`src/rtl/cache_fence_seq.sv`:
```
// Sequences FENCE.I / full-flush requests into ordered dcache flush, dcache clear and icache clear handshakes.
// Registered outputs: first cache request one cycle after acceptance; a done pulse moves to the next step the following cycle.
module cache_fence_seq #(
  parameter bit DFLUSH_EN = 1'b1,
  parameter int CNT_W     = 16
) (
  input  logic             CLK,
  input  logic             RST,
  input  logic             fence_i_req,
  input  logic             flush_all_req,
  input  logic             dflush_done,
  input  logic             dclear_done,
  input  logic             iclear_done,
  output logic             dcache_flush,
  output logic             dcache_clear,
  output logic             icache_clear,
  output logic             fence_busy,
  output logic             fence_ack,
  output logic [CNT_W-1:0] last_fence_cycles
);

  typedef enum logic [2:0] {
    IDLE   = 3'd0,
    DFLUSH = 3'd1,
    DCLEAR = 3'd2,
    ICLEAR = 3'd3,
    ACK    = 3'd4
  } state_t;

  state_t             state_q, state_d;
  logic               mode_all_q, mode_all_d;
  logic [CNT_W-1:0]   cnt_q, cnt_d;
  logic [CNT_W-1:0]   last_q, last_d;
  logic               dflush_q, dflush_d;
  logic               dclear_q, dclear_d;
  logic               iclear_q, iclear_d;
  logic               busy_q, busy_d;
  logic               ack_q, ack_d;

  always_comb begin
    state_d    = state_q;
    mode_all_d = mode_all_q;
    cnt_d      = cnt_q;
    last_d     = last_q;

    unique case (state_q)
      IDLE: begin
        if (flush_all_req || fence_i_req) begin
          mode_all_d = flush_all_req;
          cnt_d      = '0;
          if (DFLUSH_EN)          state_d = DFLUSH;
          else if (flush_all_req) state_d = DCLEAR;
          else                    state_d = ICLEAR;
        end
      end
      DFLUSH: if (dflush_done) state_d = mode_all_q ? DCLEAR : ICLEAR;
      DCLEAR: if (dclear_done) state_d = ICLEAR;
      ICLEAR: if (iclear_done) state_d = ACK;
      ACK: begin
        last_d  = cnt_q;
        state_d = IDLE;
      end
      default: state_d = IDLE;
    endcase

    // Counts every cycle spent waiting on a cache, saturating at all-ones.
    if ((state_q == DFLUSH || state_q == DCLEAR || state_q == ICLEAR) && (cnt_q != '1))
      cnt_d = cnt_q + CNT_W'(1);

    dflush_d = (state_d == DFLUSH);
    dclear_d = (state_d == DCLEAR);
    iclear_d = (state_d == ICLEAR);
    busy_d   = (state_d != IDLE);
    ack_d    = (state_d == ACK);
  end

  always_ff @(posedge CLK) begin
    if (RST) begin
      state_q    <= IDLE;
      mode_all_q <= 1'b0;
      cnt_q      <= '0;
      last_q     <= '0;
      dflush_q   <= 1'b0;
      dclear_q   <= 1'b0;
      iclear_q   <= 1'b0;
      busy_q     <= 1'b0;
      ack_q      <= 1'b0;
    end else begin
      state_q    <= state_d;
      mode_all_q <= mode_all_d;
      cnt_q      <= cnt_d;
      last_q     <= last_d;
      dflush_q   <= dflush_d;
      dclear_q   <= dclear_d;
      iclear_q   <= iclear_d;
      busy_q     <= busy_d;
      ack_q      <= ack_d;
    end
  end

  assign dcache_flush      = dflush_q;
  assign dcache_clear      = dclear_q;
  assign icache_clear      = iclear_q;
  assign fence_busy        = busy_q;
  assign fence_ack         = ack_q;
  assign last_fence_cycles = last_q;

endmodule

```
`config.mk`:
```
export PLATFORM = sky130hd
export DESIGN_NAME = cache_fence_seq
export DESIGN_NICKNAME = d
export VERILOG_FILES = /design/src/rtl/cache_fence_seq.sv
export SDC_FILE = /design/constraint.sdc
export NUM_CORES = 1
export LEC_CHECK = 0
export CORE_MARGIN = 2
export CORE_UTILIZATION = 52
export CTS_CLUSTER_DIAMETER = 80
export DETAILED_ROUTE_END_ITERATION = 10
export PLACE_DENSITY = 0.79
export SLEW_MARGIN = 25
export SYNTH_ARGS = -nofsm -noshare
export SYNTH_HDL_FRONTEND = slang
export SYNTH_SLANG_ARGS = --single-unit
```
`constraint.sdc`:
```
create_clock -name CLK -period 2.8 [get_ports CLK]
set_clock_uncertainty 0.2 [all_clocks]
set_input_delay 0.56 -clock CLK [delete_from_list [all_inputs] [get_ports CLK]]
set_output_delay 0.56 -clock CLK [all_outputs]
set_load 0.03 [all_outputs]
```
=== Yosys cells after proc, flatten, opt, wreduce, memory -nomap -nowiden ===
Cells that the tools add are included.

* Equality and inequality tests: 9
* Reductions and logical operators: 10
* Add/sub/neg operators: 1
* Muxes and demuxes: 9

{| class="wikitable"
|+ Operator list
! cell !! count
|-
| $mux 16 || 3
|-
| $add 16x1->16 const B || 1
|-
| $ne 16x16->1 const B || 1
|-
| $eq 3x2->1 const B || 4
|-
| $mux 3 || 4
|-
| $pmux 3 s4 || 1
|-
| $eq 3x1->1 const B || 2
|-
| $eq 3x3->1 const B || 2
|-
| $reduce_and 2->1 || 2
|-
| $reduce_bool 2->1 || 2
|-
| $logic_not 3->1 || 1
|-
| $logic_or 1x1->1 || 3
|-
| $reduce_bool 3->1 || 1
|-
| $logic_and 1x1->1 || 1
|-
| $mux 1 || 1
|}

* Output and inout port bits: 21
* Word-level logic and storage cells: 38
* Bits of input ports: 7
* Flip-flop bits (word level): 41

=== Depth between registers and ports, before layout ===
Gate-level depths: netlist (run 1).

* Depth in word-level cells: 6
* Mapped depth: 7
* Depth with buffers taken out: 6

=== Least setup slack after synthesis (run 1) ===
No wires, ideal clock.

* Kind: register -> register
* Start point: register cnt_q[0]
* End point: register cnt_q[15]
* Data arrival time: 1.935 ns
* Library setup time: 0.120 ns
* Buffers on the path: 1
* Required time: 2.480 ns
* Clock period less this slack: 2.255 ns
* Cell stages (with the launch flop): 8
* Setup slack: 0.545 ns
* Path through: dfxtp_1 -> ha_1 -> nand3_4 -> or4_4 -> o21a_1 -> buf_6 -> and3_1 -> a211o_1

* Word-level cells in the longest chain between the ends: 4
* Elaborated cells on any way between the ends: 7
* Classes of those cells: 1 x add/sub; 1 x eq/ne; 1 x mux; 4 x reduce/logical

{| class="wikitable"
|+ RTL lines
! element !! line !! RTL
|-
| start, declared || 32 || <nowiki>logic [CNT_W-1:0] cnt_q, cnt_d;</nowiki>
|-
| start signal, assigned || 91 || <nowiki>cnt_q <= cnt_d;</nowiki>
|-
| parallel branches: the longest is 4 deep, another holds $add 16x1->16 || n/a ||
|}

Several ways; the timed one is not identified.
A chain may end at the register's enable or synchronous reset.

=== Worst setup path in the final report (run 1) ===
Ends and elaborated chain as after synthesis.

==> results of run 1 <==
## power by group through the flow
stage / sequential (mW) / combinational, mW / clock (mW)
6_report: 0.614 / 0.134 / 0.406
5_1_grt: 0.617 / 0.147 / 0.443
4_1_cts: 0.613 / 0.133 / 0.413
3_5_place_dp: 0.627 / 0.132 / 0
3_3_place_gp: 0.625 / 0.130 / 0
2_1_floorplan: 0.629 / 0.0877 / 0
## metal layers
layer  track usage [%]  wire [um]  part of all wire [%]
met4              5.56         12                  0.30
met5                 0          0                     0
met2              35.6       1860                    46
met3              6.13        197                   4.8
met1              29.1       2000                    49
## stage by stage
step / std cells / instance area, sq um
floorplan: 224 / 1800
global placement: 286 / 2090
detailed placement: 286 / 2090
CTS: 294 / 2180
global route: 294 / 2180
finish: 294 / 2180
## registers in the layout, indices dropped and copies added (netlist names)
| register | flops |
|---|---|
| dcache_flush | 1 |
| state_q | 3 |
| last_fence_cycles | 16 |
| mode_all_q | 1 |
| icache_clear | 1 |
| fence_ack | 1 |
| dcache_clear | 1 |
| cnt_q | 16 |
| fence_busy | 1 |
## layout make-up
| type | instances | area share [%] |
|---|---|---|
| Tap cell | 46 | 2.64 |
| Inverter | 4 | 0.689 |
| Clock buffer | 6 | 2.35 |
| Sequential cell | 41 | 37.7 |
| Clock inverter | 2 | 1.72 |
| Timing Repair Buffer | 30 | 13.4 |
| Multi-Input combinational cell | 165 | 41.5 |
## how the worst min path moves through the flow
stage | cells after the start | to | slack [ns] | startpoint
finish | 2 | last_fence_cycles[7]$_SDFFE_PP0N_ | 0.26 | last_fence_cycles[7]$_SDFFE_PP0N_
global route | 2 | last_fence_cycles[10]$_SDFFE_PP0N_ | 0.28 | last_fence_cycles[10]$_SDFFE_PP0N_
CTS | 2 | last_fence_cycles[7]$_SDFFE_PP0N_ | 0.26 | last_fence_cycles[7]$_SDFFE_PP0N_
detailed placement | 2 | last_fence_cycles[10]$_SDFFE_PP0N_ | 0.25 | last_fence_cycles[10]$_SDFFE_PP0N_
global placement | 2 | last_fence_cycles[0]$_SDFFE_PP0N_ | 0.24 | last_fence_cycles[0]$_SDFFE_PP0N_
floorplan | 2 | mode_all_q$_SDFFE_PP0P_ | 0.24 | mode_all_q$_SDFFE_PP0P_
## cells by family (layout without fill, tap and decap cells)
group,count (synthesis),after routing
xor+xnor,1,1
simple gates,107,107
fa+ha+maj,1,1
compound gates,54,54
buf+inv,18,42
flops,41,41
mux,2,2
## layout by cell type (no fill, tap or decap), drive strengths merged, types with 4 or more instances in the layout
| cell type | Yosys | layout |
|---|---|---|
| clkdlybuf4s50 | 0 | 27 |
| a21o | 6 | 6 |
| o21ai | 7 | 7 |
| nand3 | 13 | 13 |
| clkbuf | 10 | 6 |
| nand2 | 52 | 52 |
| a21oi | 22 | 22 |
| and3 | 5 | 5 |
| dfxtp | 41 | 41 |
| nor2 | 12 | 12 |
| inv | 4 | 4 |
| nor3 | 8 | 8 |
## critical path, stage by stage, from the launching register on
cell and delay, ns:
dfxtp_1 0.45, ha_1 0.28, nand3_4 0.12, or4_4 0.56
o21a_1 0.32, and3_1 0.22, a211o_1 0.21
==> impl_metrics.toml, run 1 <==
[pwr]
p_int_uw = 863
ir_drop_v = 0.000269
seqPwrFrac_pct = 53.2
leakage_nw = 0.771
p_switching_uw = 292
switching_share_pct = 25.3
finalPower_mw = 1.15
power_density_nw_per_um2 = 530
p_clk_share_pct = 35.2
comb_power_share_pct = 11.6

[synthesis]
syn-num-nets = 232
synth.largest_area_cell = "dfxtp_1"
synthAdderAreaFrac_pct = 0.693
synth_common_cells = "nand2_1, dfxtp_1, a21oi_1"
syn_area_per_cell_sq_um = 8.05
synth_edf_count = 0
yosysMostFrequentCell = "nand2_1"
synth_top_family_by_area = "simple AND/OR/NAND/NOR gates"
async_flop_share_pct = 0
synthSimpleGateAreaFrac_pct = 28.5
synth_compound_area_share_pct = 19.3
syn_inst = 224
synth_top_area_share_pct = 45.5
synth_cell_types = 46
post_synth_main_area_contributors = "dfxtp_1, nand2_1, a21oi_1"
yosys.area_share.xor_xnor_pct = 0.485
synth_mux_area_share_pct = 1.18
synth_area_sq_um = 1800
ys_warn_count = 0
synth_flop_cell = "dfxtp_1"
ys_seq_area_share_pct = 45.5
ys_seq_elements = 41

[sta]
hold_viol = 0
fmax_mhz = 409
min_period_ns = 2.44
rsz0062_at_grt = "false"
finalSetupTns_ns = 0
worst_pin_slew_ns = 0.628
final-setup-viol-count = 0
max_slew_margin_pct = 58.0
fin_crit_sh_pct = 87.3
setup_ws_ns = 0.357
finalMaxSlewViolations = 0
whs_ns = 0.263

[clock_tree]
cts_resized = 0
clkLatencyLatePin_ns = 0.35
clkTransAtPathRegs_ns = 0.13
clockBufferDepth = 2
cts_buffers = 5
h-tree-depth = 2
post_cts_buffers = 0
cts_sinks = 41
clockRootBuffer = "clkbuf_4"
holdBufCountCts = 0
cts_tree = "done"

[routing]
drtIter0Drc = 98
avgRoutedWirePerCell_um = 13.8
routed_via_density = 5.73
drc = 0
antenna_left = 0
first_pass_iters = 4
totalWireLength_um = 4070
vias = 1685

[grt]
antenna_found_initial = 0
grt_pass1_vias = 1545
grt_max_degree = 22
overflow = 0
grt_usage_pct = 22.1
grt_pass1_wl_um = 6990

[critical_path]
crit_end = "cnt_q[15]$_SDFFE_PP0P_"
cp.arrival_ns = 2.50
end_kind = "flip-flop"
worst_setup_path_start_kind = "flip-flop"
rrSetupSlack_ns = 0.36
path_max_fanout = 9
rr_worst_depth = 6
r2r-end = "cnt_q[15]$_SDFFE_PP0P_"
crit_start = "cnt_q[0]$_SDFFE_PP0P_"
worstReg2RegStart = "cnt_q[0]$_SDFFE_PP0P_"
critPathRequiredTime_ns = 2.86
critPathKind = "reg2reg"

[placed_design]
globalplace.congestion = 0.836
place_ws_ns = 0.387
place_hpwl_um = 2860
portBuffers = 27

[worst_hold_path]
min_path_type = "reg2reg"

[die]
die_area_sq_um = 3960
fp-row-count = 21
die_h_um = 62.9
initial_core_util_pct = 54.1
core_sq_um = 3340
io-pin-count = 28
die_w_um = 62.9

[final_layout]
num-fill-cells = 291
layout-drive-gt1-share_pct = 8.87
multi_input_comb_area_sq_um = 905
area_growth_pct = 20.8
antenna_cells = 0
final_nets = 255
fin_util_pct = 65.3
seqCellArea_sq_um = 821

[outcome]
outcome = "complete, no violations"

[flow_run]
maxCapViolations = 0
Note: power is estimated with default switching activity, not from simulation.
==> run 2: changes to the inputs <==
--- a/config.mk
+++ b/config.mk
@@ -5,6 +5,7 @@
 export SDC_FILE = /design/constraint.sdc
 export NUM_CORES = 1
 export LEC_CHECK = 0
+export CAP_MARGIN = 10
 export CORE_MARGIN = 2
 export CORE_UTILIZATION = 52
 export CTS_CLUSTER_DIAMETER = 80
==> results of run 2 <==
No change in the layout: final DEF, timing and power equal those of run 1.
